## src/rtl/imm_extend_pipe_if.sv

```systemverilog
// imm_extend_pipe_if: handshake and data bundle between the decode stage and the immediate extender
interface imm_extend_pipe_if #(
    parameter int IN_W  = 16,
    parameter int OUT_W = 32
);
    logic             flush;
    logic             in_valid;
    logic             in_ready;
    logic [IN_W-1:0]  imm_in;
    logic [1:0]       mode;
    logic             out_valid;
    logic             out_ready;
    logic [OUT_W-1:0] imm_out;
    logic [2:0]       count;

    modport master (
        output flush, in_valid, imm_in, mode, out_ready,
        input  in_ready, out_valid, imm_out, count
    );

    modport slave (
        input  flush, in_valid, imm_in, mode, out_ready,
        output in_ready, out_valid, imm_out, count
    );
endinterface

```

## src/rtl/imm_extend_pipe.sv

```systemverilog
// imm_extend_pipe: elastic STAGES-deep immediate extender (zero/sign/upper/branch); branch shift enabled by IMM_EXT_BRANCH_EN
module imm_extend_pipe #(
    parameter int IN_W   = 16,
    parameter int OUT_W  = 32,
    parameter int STAGES = 2
) (
    input  logic              clk,
    input  logic              rst_n,
    imm_extend_pipe_if.slave  bus
);
    logic [OUT_W-1:0]  w_sext;
    logic [OUT_W-1:0]  w_zext;
    logic [OUT_W-1:0]  w_upper;
    logic [OUT_W-1:0]  w_ext;
    logic [STAGES-1:0] w_adv;
    logic              w_in_xfer;
    logic              w_out_xfer;
    logic [STAGES-1:0] r_valid;
    logic [OUT_W-1:0]  r_data [STAGES];
    logic [2:0]        r_count;

    assign w_sext  = {{(OUT_W-IN_W){bus.imm_in[IN_W-1]}}, bus.imm_in};
    assign w_zext  = {{(OUT_W-IN_W){1'b0}}, bus.imm_in};
    assign w_upper = {bus.imm_in, {(OUT_W-IN_W){1'b0}}};
`ifdef IMM_EXT_BRANCH_EN
    assign w_ext = (bus.mode == 2'b11) ? {w_sext[OUT_W-3:0], 2'b00} :
                   (bus.mode == 2'b10) ? w_upper :
                   bus.mode[0]         ? w_sext : w_zext;
`else
    assign w_ext = (bus.mode == 2'b10) ? w_upper :
                   bus.mode[0]         ? w_sext : w_zext;
`endif

    // advance chain, resolved from the output end so bubbles collapse
    always_comb begin
        w_adv[STAGES-1] = !r_valid[STAGES-1] || bus.out_ready;
        for (int k = STAGES - 2; k >= 0; k--) w_adv[k] = !r_valid[k] || w_adv[k+1];
    end

    assign w_in_xfer     = bus.in_valid && w_adv[0];
    assign w_out_xfer    = r_valid[STAGES-1] && bus.out_ready;
    assign bus.in_ready  = w_adv[0];
    assign bus.out_valid = r_valid[STAGES-1];
    assign bus.imm_out   = r_data[STAGES-1];
    assign bus.count     = r_count;

    // stage registers and occupancy; flush drops everything, including the offered input
    always_ff @(posedge clk or negedge rst_n) begin
        if (!rst_n) begin
            r_valid <= '0;
            r_count <= '0;
            for (int k = 0; k < STAGES; k++) r_data[k] <= '0;
        end else if (bus.flush) begin
            r_valid <= '0;
            r_count <= '0;
        end else begin
            r_count <= r_count + 3'(w_in_xfer) - 3'(w_out_xfer);
            if (w_adv[0]) begin
                r_valid[0] <= bus.in_valid;
                r_data[0]  <= w_ext;
            end
            for (int k = 1; k < STAGES; k++) begin
                if (w_adv[k]) begin
                    r_valid[k] <= r_valid[k-1];
                    r_data[k]  <= r_data[k-1];
                end
            end
        end
    end
endmodule

```

## src/flat_wrapper.sv

```systemverilog
// flat-port wrapper written by rule: the top's interface ports become plain ports
module imm_extend_pipe_flat 
#(
    parameter int IN_W   = 16,
    parameter int OUT_W  = 32,
    parameter int STAGES = 2
)
  (clk, rst_n, bus_flush, bus_in_valid, bus_imm_in, bus_mode, bus_out_ready, bus_in_ready, bus_out_valid, bus_imm_out, bus_count);
  imm_extend_pipe_if #(.IN_W(IN_W), .OUT_W(OUT_W)) bus_i ();
  input  logic clk;
  input  logic rst_n;
  input wire logic [$bits(bus_i.flush)-1:0] bus_flush;
  input wire logic [$bits(bus_i.in_valid)-1:0] bus_in_valid;
  input wire logic [$bits(bus_i.imm_in)-1:0] bus_imm_in;
  input wire logic [$bits(bus_i.mode)-1:0] bus_mode;
  input wire logic [$bits(bus_i.out_ready)-1:0] bus_out_ready;
  output wire logic [$bits(bus_i.in_ready)-1:0] bus_in_ready;
  output wire logic [$bits(bus_i.out_valid)-1:0] bus_out_valid;
  output wire logic [$bits(bus_i.imm_out)-1:0] bus_imm_out;
  output wire logic [$bits(bus_i.count)-1:0] bus_count;
  assign bus_i.flush = bus_flush;
  assign bus_i.in_valid = bus_in_valid;
  assign bus_i.imm_in = bus_imm_in;
  assign bus_i.mode = bus_mode;
  assign bus_i.out_ready = bus_out_ready;
  assign bus_in_ready = bus_i.in_ready;
  assign bus_out_valid = bus_i.out_valid;
  assign bus_imm_out = bus_i.imm_out;
  assign bus_count = bus_i.count;
  imm_extend_pipe #(.IN_W(IN_W), .OUT_W(OUT_W), .STAGES(STAGES)) u_core (.clk(clk), .rst_n(rst_n), .bus(bus_i));
endmodule
```

## config.mk

```make
export PLATFORM = sky130hd
export DESIGN_NAME = imm_extend_pipe_flat
export DESIGN_NICKNAME = d
export VERILOG_FILES = /design/src/rtl/imm_extend_pipe_if.sv /design/src/rtl/imm_extend_pipe.sv /design/src/flat_wrapper.sv
export SDC_FILE = /design/constraint.sdc
export NUM_CORES = 1
export LEC_CHECK = 0
export BUFFER_PORTS_ARGS = -buffer_cell sky130_fd_sc_hd__buf_4
export CORE_AREA = 2 2 91 93
export DETAILED_ROUTE_END_ITERATION = 8
export DIE_AREA = 0 0 93 95
export MAX_ROUTING_LAYER = met4
export RECOVER_POWER = 25
export SYNTH_ARGS = -nofsm -noshare
export SYNTH_HDL_FRONTEND = slang
export SYNTH_SLANG_ARGS = --single-unit
```

## constraint.sdc

```tcl
create_clock -name clk -period 1.68 [get_ports clk]
set_input_delay 0.336 -clock clk [delete_from_list [all_inputs] [get_ports clk]]
set_output_delay 0.336 -clock clk [all_outputs]
set_load 0.01 [all_outputs]
```

==> After elaboration in Yosys (flattened, before gate mapping) <==
Index checks and enable logic that the tools add are counted.
{ "op_classes": {"n_addsub": 2, "multipliers": 0, "div_mod_pow": 0, "magnitude_cmp": 0, "n_eq_ne": 1, "shifts": 0, "mux": 6, "bitwise": 1, "n_reduce_logical": 10} }
{ "op_table": {"columns": ["cell", "n"], "rows": [
  ["$mux 32", 2],
  ["$reduce_and 2->1", 2],
  ["$reduce_bool 2->1", 2],
  ["$add 3x1->3", 1],
  ["$mux 3", 1],
  ["$sub 3x1->3", 1],
  ["$eq 2x2->1 const B", 1],
  ["$logic_and 1x1->1", 2],
  ["$logic_not 1->1", 2],
  ["$logic_or 1x1->1", 2],
  ["$mux 1", 2],
  ["$mux 2", 1],
  ["$not 1->1", 1]
]} }
{ "word_totals": {"regBits": 69, "latch_bits": 0, "ramBits": 0, "romBits": 0, "input_bits": 23, "out_inout_bits": 37, "word_cells": 25, "memories": 0} }

==> Depth between registers and ports, before layout <==
Gate-level depths: netlist (run 1).
{ "logic_depth": {"ltp_word": 7, "mapped_depth": 8, "ltp_nobuf": 8} }

==> Worst setup path before layout (run 1) <==
Ideal clock, no wire load.
{ "synth_timing": {"path_kind": "reg2reg", "from": "reg u_core.r_valid[1]", "to": "reg u_core.r_count[2] (netlist: u_core.bus.count[2])", "setup_time_ns": 0.129, "arrival_time_ns": 1.605, "required_ns": 1.551, "slack_ns": -0.054, "path_stages_with_launch": 9, "path_buffers": 0, "synth_period_minus_slack_ns": 1.734, "cell_sequence": "dfrtp_1 and2_1 ha_1 inv_1 ha_1 inv_1 fa_1 xnor2_1 nor2_1"} }
{ "synth_between": {"elab_chain_len": 7, "elab_cells_between_ends": 8, "cone_classes": "add/sub: 2; mux: 1; reduce/logical: 5"} }
{ "synth_rtl": {"columns": ["element", "line", "text"], "rows": [
  ["start: declaration", "imm_extend_pipe.sv:18", "logic [STAGES-1:0] r_valid;"],
  ["start signal: indexed assignment", "imm_extend_pipe.sv:64", "r_valid[k] <= r_valid[k-1];"],
  ["$logic_not 1->1", "imm_extend_pipe.sv:36", "w_adv[STAGES-1] = !r_valid[STAGES-1] || bus.out_ready;"],
  ["$logic_or 1x1->1", "imm_extend_pipe.sv:36", null],
  ["$logic_or 1x1->1", "imm_extend_pipe.sv:37", "for (int k = STAGES - 2; k >= 0; k--) w_adv[k] = !r_valid[k] || w_adv[k+1];"],
  ["$logic_and 1x1->1", "imm_extend_pipe.sv:40", "assign w_in_xfer = bus.in_valid && w_adv[0];"],
  ["$add 3x1->3", "imm_extend_pipe.sv:57", "r_count <= r_count + 3'(w_in_xfer) - 3'(w_out_xfer);"],
  ["$sub 3x1->3 (*)", "imm_extend_pipe.sv:57", null],
  ["$mux 3 (*)", "imm_extend_pipe.sv:53", "end else if (bus.flush) begin"],
  ["end signal: assignment", "imm_extend_pipe.sv:57", null],
  ["end: declaration", "imm_extend_pipe.sv:20", "logic [2:0] r_count;"]
]} }
Every way passes the cells marked *; elsewhere a longest branch is shown, timed or not.
A chain may end at the register's enable or synchronous reset.

==> Worst setup path in the final report (run 1) <==
{ "layout_timing": {"from": "reg u_core.r_valid[1]", "to": "reg u_core.r_count[1] (netlist: u_core.bus.count[1])"} }
Same word-level chain as after synthesis.

==> summary.txt, run 1 <==
Synth
  • Most common flop cell mapped by yosys: dfrtp_1
  • Sequential area share after synthesis: 0.560
  • Synth Cell Area: approximately 3100 µm²
  • Count leader, synth: dfrtp_1
  • Synth top area cells: dfrtp_1 (56%), mux2_2 (11%), buf_4 (8.5%), o21ai_0 (5.7%), o21ai_1 (4.9%)
  • Yosys warns: 0
  • Number of distinct library cells after synthesis: 25
  • Syn Inst Count: roughly 270
  • Ys async rst share: 1.00
  • Synth Area per Inst: 11.3 µm²
  • Post-synth top area cell: dfrtp_1
  • Number of flops mapped to enable cells by yosys: 0
  • Yosys reg bits: slightly below 70
  • Post-synth top cells: dfrtp_1 (69), buf_4 (35), o21ai_0 (35), mux2_2 (30), o21ai_1 (30)
  • Mapped Nets: 299
  • Synth top area share: 0.560

Die
  • Die span in y: 95 µm
  • Die area: a little under 9000 µm²
  • Core area: about 8000 µm²
  • Die width: 93 µm
  • Ports: 60
  • Rows: 33
  • Initial Utilization: 0.389

Worst setup path
  • FF-to-FF Start: u_core.r_valid[1]
  • Critical-path top delay cell: fa_2
  • CP delay by family, top: adder cells
  • Reg2Reg Capture Point: u_core.bus.count[1]
  • CP endpoint kind: register
  • Critical path buffer and inverter count: 2
  • CP most frequent cell: inv_1
  • Setup crit start kind: register
  • CP max FO: 3
  • Worst-case reg-to-reg path depth: 7
  • R2R setup slack: between 0.02 and 0.025 ns
  • Required time of the critical path: 1.91 ns
  • Worst stage delay on the critical path: a little over 0.5 ns
  • CP Cell Sequence: and2_4 -> ha_4 -> inv_1 -> ha_2 -> inv_1 -> fa_2 -> nor2_1
  • Crit Path Category: reg -> reg
  • Critical Path AT: roughly 1.9 ns

Timing
  • Period utilisation layout: 0.986
  • RSZ-0062 raised after global routing: true
  • Crit path time final: about 1.7 ns
  • Final Hold Viols: 0
  • Fmax: ~600 MHz
  • Slew Viols, Final: 0
  • Final WS setup: ~0.023 ns
  • Worst-Margin Slew: approximately 0.95 ns
  • Setup Total Neg Slack: 0 ns
  • Slew Limit Headroom: 0.365
  • Final setup viols: 0
  • Worst Skew: between 0.007 and 0.008 ns

Worst hold path
  • Hold WC Path Type: in -> reg
  • Min-Delay Endpoint: u_core.r_valid[0]
  • Hold path startpoint: bus_in_valid
  • Hold Path Stages: 3

Routing
  • Vias: 2,073
  • Avg Vias per Cell: ~5
  • Post-route ant nets: 0
  • 1st-pass router iterations: 4
  • Final WL: between 6 and 7 mm
  • Wirelength per Cell: 14.9 µm
  • DRC: 0
  • Initial DRC count: 85

Global route
  • Initial antenna violation count: 0
  • Largest net degree at the start of global routing: 70
  • Vias in the first global route: about 2,100
  • Gr ovfl total: 0
  • Total track usage: 0.157
  • First-pass GRT wire length: 10.3 mm

Placed design
  • GPL Wtd Cong: a little under 0.8
  • Number of I/O port buffers: a little under 60
  • Post-DP HPWL: slightly above 4 mm
  • Pre-CTS setup slack: -0.0855 ns
  • Placed Area: about 3500 µm²
  • DP Cell Count: 398

Finish
  • Ant. Diodes: 0
  • Share of post-route cells with drive strength above 1: 0.397
  • Layout Cells excl Fill: approximately 420
  • P&R area growth vs syn: 21.0%
  • Final instance area: approximately 3700 µm²
  • Final Net Count: 331

CTS
  • Inserted Clock Buffers: 9
  • Clock transition at path regs: ~0.08 ns
  • Clock Latency Late Sink: about 0.34 ns
  • Longest Clk Path Bufs: 2
  • CTS tree: yes
  • Clk sinks: 69
  • # Post-CTS Setup Buffers: 0
  • Clock Root Buffer: clkbuf_8
  • CTS HTree Levels: 3

Run
  • Max Cap Viol: 0

Power
  • Tot Pwr: ~4.5 mW
  • Lkg Pwr: around 1.8 nW
  • Cell Pwr Density: roughly 1200 nW/µm²
  • Maximum vdd drop: between 0.0005 and 0.0006 V

Outcome
  • Status: complete, no violations
[report_power, final]
part	internal [mW]	switching, mW	total [mW]
sequential	1.88	0.116	1.99
clock	1.07	0.635	1.71
combinational	0.417	0.342	0.759
[worst register-to-register path: stages (launching register included)]
cell and delay [ns]:
dfrtp_1 0.40, and2_4 0.15, ha_4 0.20, inv_1 0.05, ha_2 0.16, inv_1 0.05, fa_2 0.51, nor2_1 0.04
[kinds of logic after synthesis]
group / synth area share
AO/OA/AOI/OAI: 0.130
adder cells (fa/ha/maj): 0.0146
XOR/XNOR: 0.00569
multiplexers: 0.117
buffers and inverters: 0.121
flip-flops: 0.560
AND/OR/NAND/NOR: 0.0512
[flip-flops by register name, summed over array words and instances (netlist names)]
name and count:
u_core.r_valid 2, u_core.r_data 32, u_core.bus.imm_out 32, u_core.bus.count 3
[layer usage]
metal  GRT usage  part of all wire  vias to the layer above
met5           -                 0                        -
li1            -                 -                      952
met4      0.0772             0.023                        0
met3      0.0375             0.056                       15
met2       0.234              0.46                       68
met1       0.202              0.46                     1038
[what timing repair did]
action                                  CTS  global route
endpoints found under the hold margin    17             0
endpoints found under the setup margin    2             3
resized for setup                         3             1
hold buffers                              1             0
cloned                                    0             0
pin swaps                                 1             0
[layout by cell type (no fill, tap or decap)]
| cell | Yosys | routed |
|---|---|---|
| nand2b_1 | 1 | 1 |
| or2_4 | 1 | 1 |
| clkbuf_8 | 0 | 11 |
| o21ai_0 | 35 | 35 |
| dlygate4sd3_1 | 0 | 1 |
| buf_4 | 35 | 64 |
| xor2_1 | 1 | 1 |
| a21oi_1 | 15 | 15 |
| buf_6 | 4 | 1 |
| nor2b_1 | 2 | 2 |
| clkinv_4 | 0 | 1 |
| o21ai_1 | 30 | 30 |
| ha_4 | 0 | 1 |
| bufinv_16 | 0 | 3 |
| and2_0 | 1 | 1 |
| nand2_1 | 16 | 16 |
| dfrtp_1 | 69 | 69 |
| and3b_1 | 1 | 1 |
| clkbuf_4 | 0 | 2 |
| clkinvlp_4 | 0 | 1 |
| ha_2 | 0 | 1 |
| fa_2 | 0 | 1 |
| mux2_1 | 2 | 2 |
| nor2_1 | 6 | 6 |
| and2_4 | 0 | 1 |
| buf_12 | 0 | 4 |
| mux2_2 | 30 | 30 |
| and2b_1 | 2 | 2 |
| nor2_4 | 1 | 1 |
| inv_1 | 4 | 4 |
| xnor2_1 | 1 | 1 |
[layout make-up]
cell class,count,area [µm²]
sequential,69,1730
fill,760,4200
clock inverter,5,106
inverter,4,15.0
clock buffer,11,151
multi-input combinational,149,1000
timing repair buffer,72,597
tap,105,131
[per-stage QoR]
step,hold WS (ns),utilization
final,0.226,0.470
after global routing,0.237,0.470
after CTS,0.215,0.471
after detailed placement,0.376,0.435
after global placement,0.373,0.435
after floorplan,0.0404,-
[how the worst max path moves through the flow]
stage / to / slack, ns / start / cells past startpoint
after CTS: bus_in_ready / 0.02 / u_core.r_valid[1] / 4
after global placement: u_core.bus.count[1] / -0.06 / bus_out_ready / 8
after global routing: u_core.bus.count[2] / -0.02 / u_core.r_valid[1] / 7
after detailed placement: u_core.bus.count[1] / -0.09 / bus_out_ready / 8
final: u_core.bus.count[1] / 0.02 / u_core.r_valid[1] / 7
after floorplan: u_core.bus.count[1] / -0.03 / u_core.r_valid[1] / 7
Note: power is estimated with default switching activity, not from simulation.
==> run 2: changes to the inputs <==
--- a/config.mk
+++ b/config.mk
@@ -10,6 +10,7 @@
 export DETAILED_ROUTE_END_ITERATION = 8
 export DIE_AREA = 0 0 93 95
 export MAX_ROUTING_LAYER = met4
+export PLACE_DENSITY = 0.69
 export RECOVER_POWER = 25
 export SYNTH_ARGS = -nofsm -noshare
 export SYNTH_HDL_FRONTEND = slang
==> summary.txt, run 2 (same netlist as run 1, synthesis figures left out) <==
Outcome
  • Status: finished, violations left
  • Failing checks: setup timing

Global route
  • Gr ovfl total: 0 (unchanged)
  • Vias in the first global route: 2,171 (+4.0%)
  • Most Used Layer, Global Route: met2
  • First-pass GRT wire length: 10.9 mm (+5.8%)
  • Met3 Usage GRT: 0.0247 (-0.0128)
  • Met2 GRT Util: 0.269 (+0.0344)
  • Initial antenna violation count: 0 (unchanged)
  • Total track usage: 0.165 (+0.00807)
  • Largest net degree at the start of global routing: 38 (-46%)
  • Grt met1 use: 0.209 (+0.00667)

Timing
  • Worst Skew: 0.00562 ns (-0.00169 ns)
  • Final WS setup: -0.0134 ns (-0.0368 ns)
  • Fmax: 591 MHz (-2.2%)
  • Slew Viols, Final: 0 (unchanged)
  • Final setup viols: 1 (+1)
  • Slew Limit Headroom: 0.239 (-0.126)
  • RSZ-0062 raised after global routing: true
  • Final Hold Viols: 0 (unchanged)
  • Period utilisation layout: 1.01 (+0.0219)
  • Crit path time final: 1.69 ns (+0.0368 ns)
  • Worst-Margin Slew: 1.14 ns (+0.187 ns)

Routing
  • Post-route ant nets: 0 (unchanged)
  • Vias: 2,074 (+0.048%)
  • DRC: 0 (unchanged)
  • Wirelength per Cell: 15.9 µm (+6.8%)
  • Initial DRC count: 80 (-5.9%)
  • 1st-pass router iterations: 4 (unchanged)
  • Avg Vias per Cell: 5.01 (+0.29%)
  • Final WL: 6.58 mm (+6.5%)

CTS
  • Longest Clk Path Bufs: 2 (unchanged)
  • Clock transition at path regs: 0.07 ns (about the same)
  • CTS HTree Levels: 3 (unchanged)
  • Clock Root Buffer: clkbuf_8
  • Clock Latency Late Sink: 0.33 ns (about the same)
  • Clk sinks: 69 (unchanged)
  • Inserted Clock Buffers: 9 (unchanged)
  • CTS tree: yes

Worst setup path
  • Required time of the critical path: 1.90 ns (about the same)
  • Setup crit start kind: register
  • CP endpoint kind: register
  • CP max FO: 3 (unchanged)
  • CP delay by family, top: adder cells
  • Critical path buffer and inverter count: 1 (-1)
  • Crit Path Category: reg -> reg
  • Worst stage delay on the critical path: 0.50 ns (about the same)
  • Critical Path AT: 1.91 ns (+0.02 ns)
  • CP Cell Sequence: and3b_2 -> and2b_1 -> ha_4 -> inv_2 -> fa_2 -> nor2_1
  • Critical-path top delay cell: fa_2

Finish
  • Highest-count cells in the layout ignoring fill and taps: dfrtp_1 (69), buf_4 (65), o21ai_0 (35)
  • Final instance area: 3650 µm² (-2.1%)
  • P&R area growth vs syn: 18.4%
  • Share of post-route cells with drive strength above 1: 0.392 (-0.00519)
  • Ant. Diodes: 0 (unchanged)
  • Final Net Count: 330 (-0.30%)
  • Leading cell type in the layout, fill and taps excluded: dfrtp_1

Die
  • Ports: 60 (unchanged)
  • Die area: 8840 µm² (unchanged)
  • Die width: 93 µm (unchanged)
  • Core area: 7930 µm² (unchanged)
  • Rows: 33 (unchanged)
  • Initial Utilization: 0.389 (unchanged)
  • Die span in y: 95 µm (unchanged)

Placed design
  • Number of I/O port buffers: 59 (unchanged)
  • Placed Area: 3370 µm² (-2.4%)
  • Post-DP HPWL: 4.17 mm (+0.83%)
  • GPL Wtd Cong: 0.760 (-1.9%)

Power
  • Lkg Pwr: 1.72 nW (-2.1%)
  • Maximum vdd drop: 0.000402 V (-30%)
  • Cell Pwr Density: 1120 nW/µm² (-6.7%)
  • Tot Pwr: 4.07 mW (-8.7%)

Worst hold path
  • Hold WC Path Type: in -> reg

Run
  • Max Cap Viol: 0 (unchanged)
run 2: cell types whose count changed in the layout (fill, tap and decap cells not counted), sizes merged:
cell | before | now
bufbuf | 0 | 1
buf | 69 | 68
clkinv | 1 | 2
bufinv | 3 | 1
run 2: worst register-to-register path, stage by stage (launching register included):
cell and delay (ns):
dfrtp_1 0.40, and3b_2 0.26, and2b_1 0.23, ha_4 0.13
inv_2 0.03, fa_2 0.50, nor2_1 0.04
run 2: power by group:
part	switching [mW]	internal, mW	leakage [nW]
clock	0.597	0.723	0.0964
sequential	0.122	1.88	0.875
combinational	0.346	0.403	0.748
total	1.06	3.01	1.72
run 2: final cells by class:
class | count | area (µm²)
clock buffer | 12 | 145
clock inverter | 4 | 47.5
fill | 774 | 4280
inverter | 4 | 15.0
multi-input combinational | 149 | 997
sequential | 69 | 1730
tap | 105 | 131
timing repair buffer | 71 | 587
run 2: worst paths after layout:
check,to,start,slack [ns],depth (start not counted)
min reg2reg,u_core.bus.imm_out[20],u_core.r_data[52],0.49,1
min,u_core.r_valid[0],bus_in_valid,0.24,3
max,u_core.bus.count[1],u_core.r_valid[1],-0.01,6
max in group asynchronous,u_core.r_data[51],rst_n,0.22,3
min in group asynchronous,u_core.bus.imm_out[25],rst_n,0.65,2
max reg2reg,u_core.bus.count[1],u_core.r_valid[1],-0.01,6
run 2: metal layers:
metal,up-vias,wire length (µm),share of wire
li1,955,-,-
met1,1050,2950,0.45
met2,60,3300,0.50
met3,9,261,0.040
met4,0,70,0.011
met5,-,0,0
run 2: timing repair:
| action | in CTS | in global routing |
|---|---|---|
| setup endpoints to repair | 3 | 3 |
| setup buffers | 0 | 4 |
| hold buffers | 1 | 0 |
| cloned | 1 | 0 |
| hold endpoints to repair | 32 | 0 |
| gates resized for setup | 4 | 4 |
| pin swaps | 1 | 1 |
run 2: metrics by stage:
step / instances / worst slack [ns] / hold WS, ns / TNS (ns) / util
3_5_place_dp: 392 / -0.0763 / 0.321 / -1.18 / 0.425
3_3_place_gp: 392 / -0.0573 / 0.312 / -0.196 / 0.425
5_1_grt: 414 / -0.0791 / 0.239 / -0.247 / 0.460
2_1_floorplan: 273 / -0.0323 / 0.0404 / -0.0323 / -
6_report: 414 / -0.0134 / 0.244 / -0.0134 / 0.460
4_1_cts: 410 / -0.0230 / 0.234 / -0.0230 / 0.456
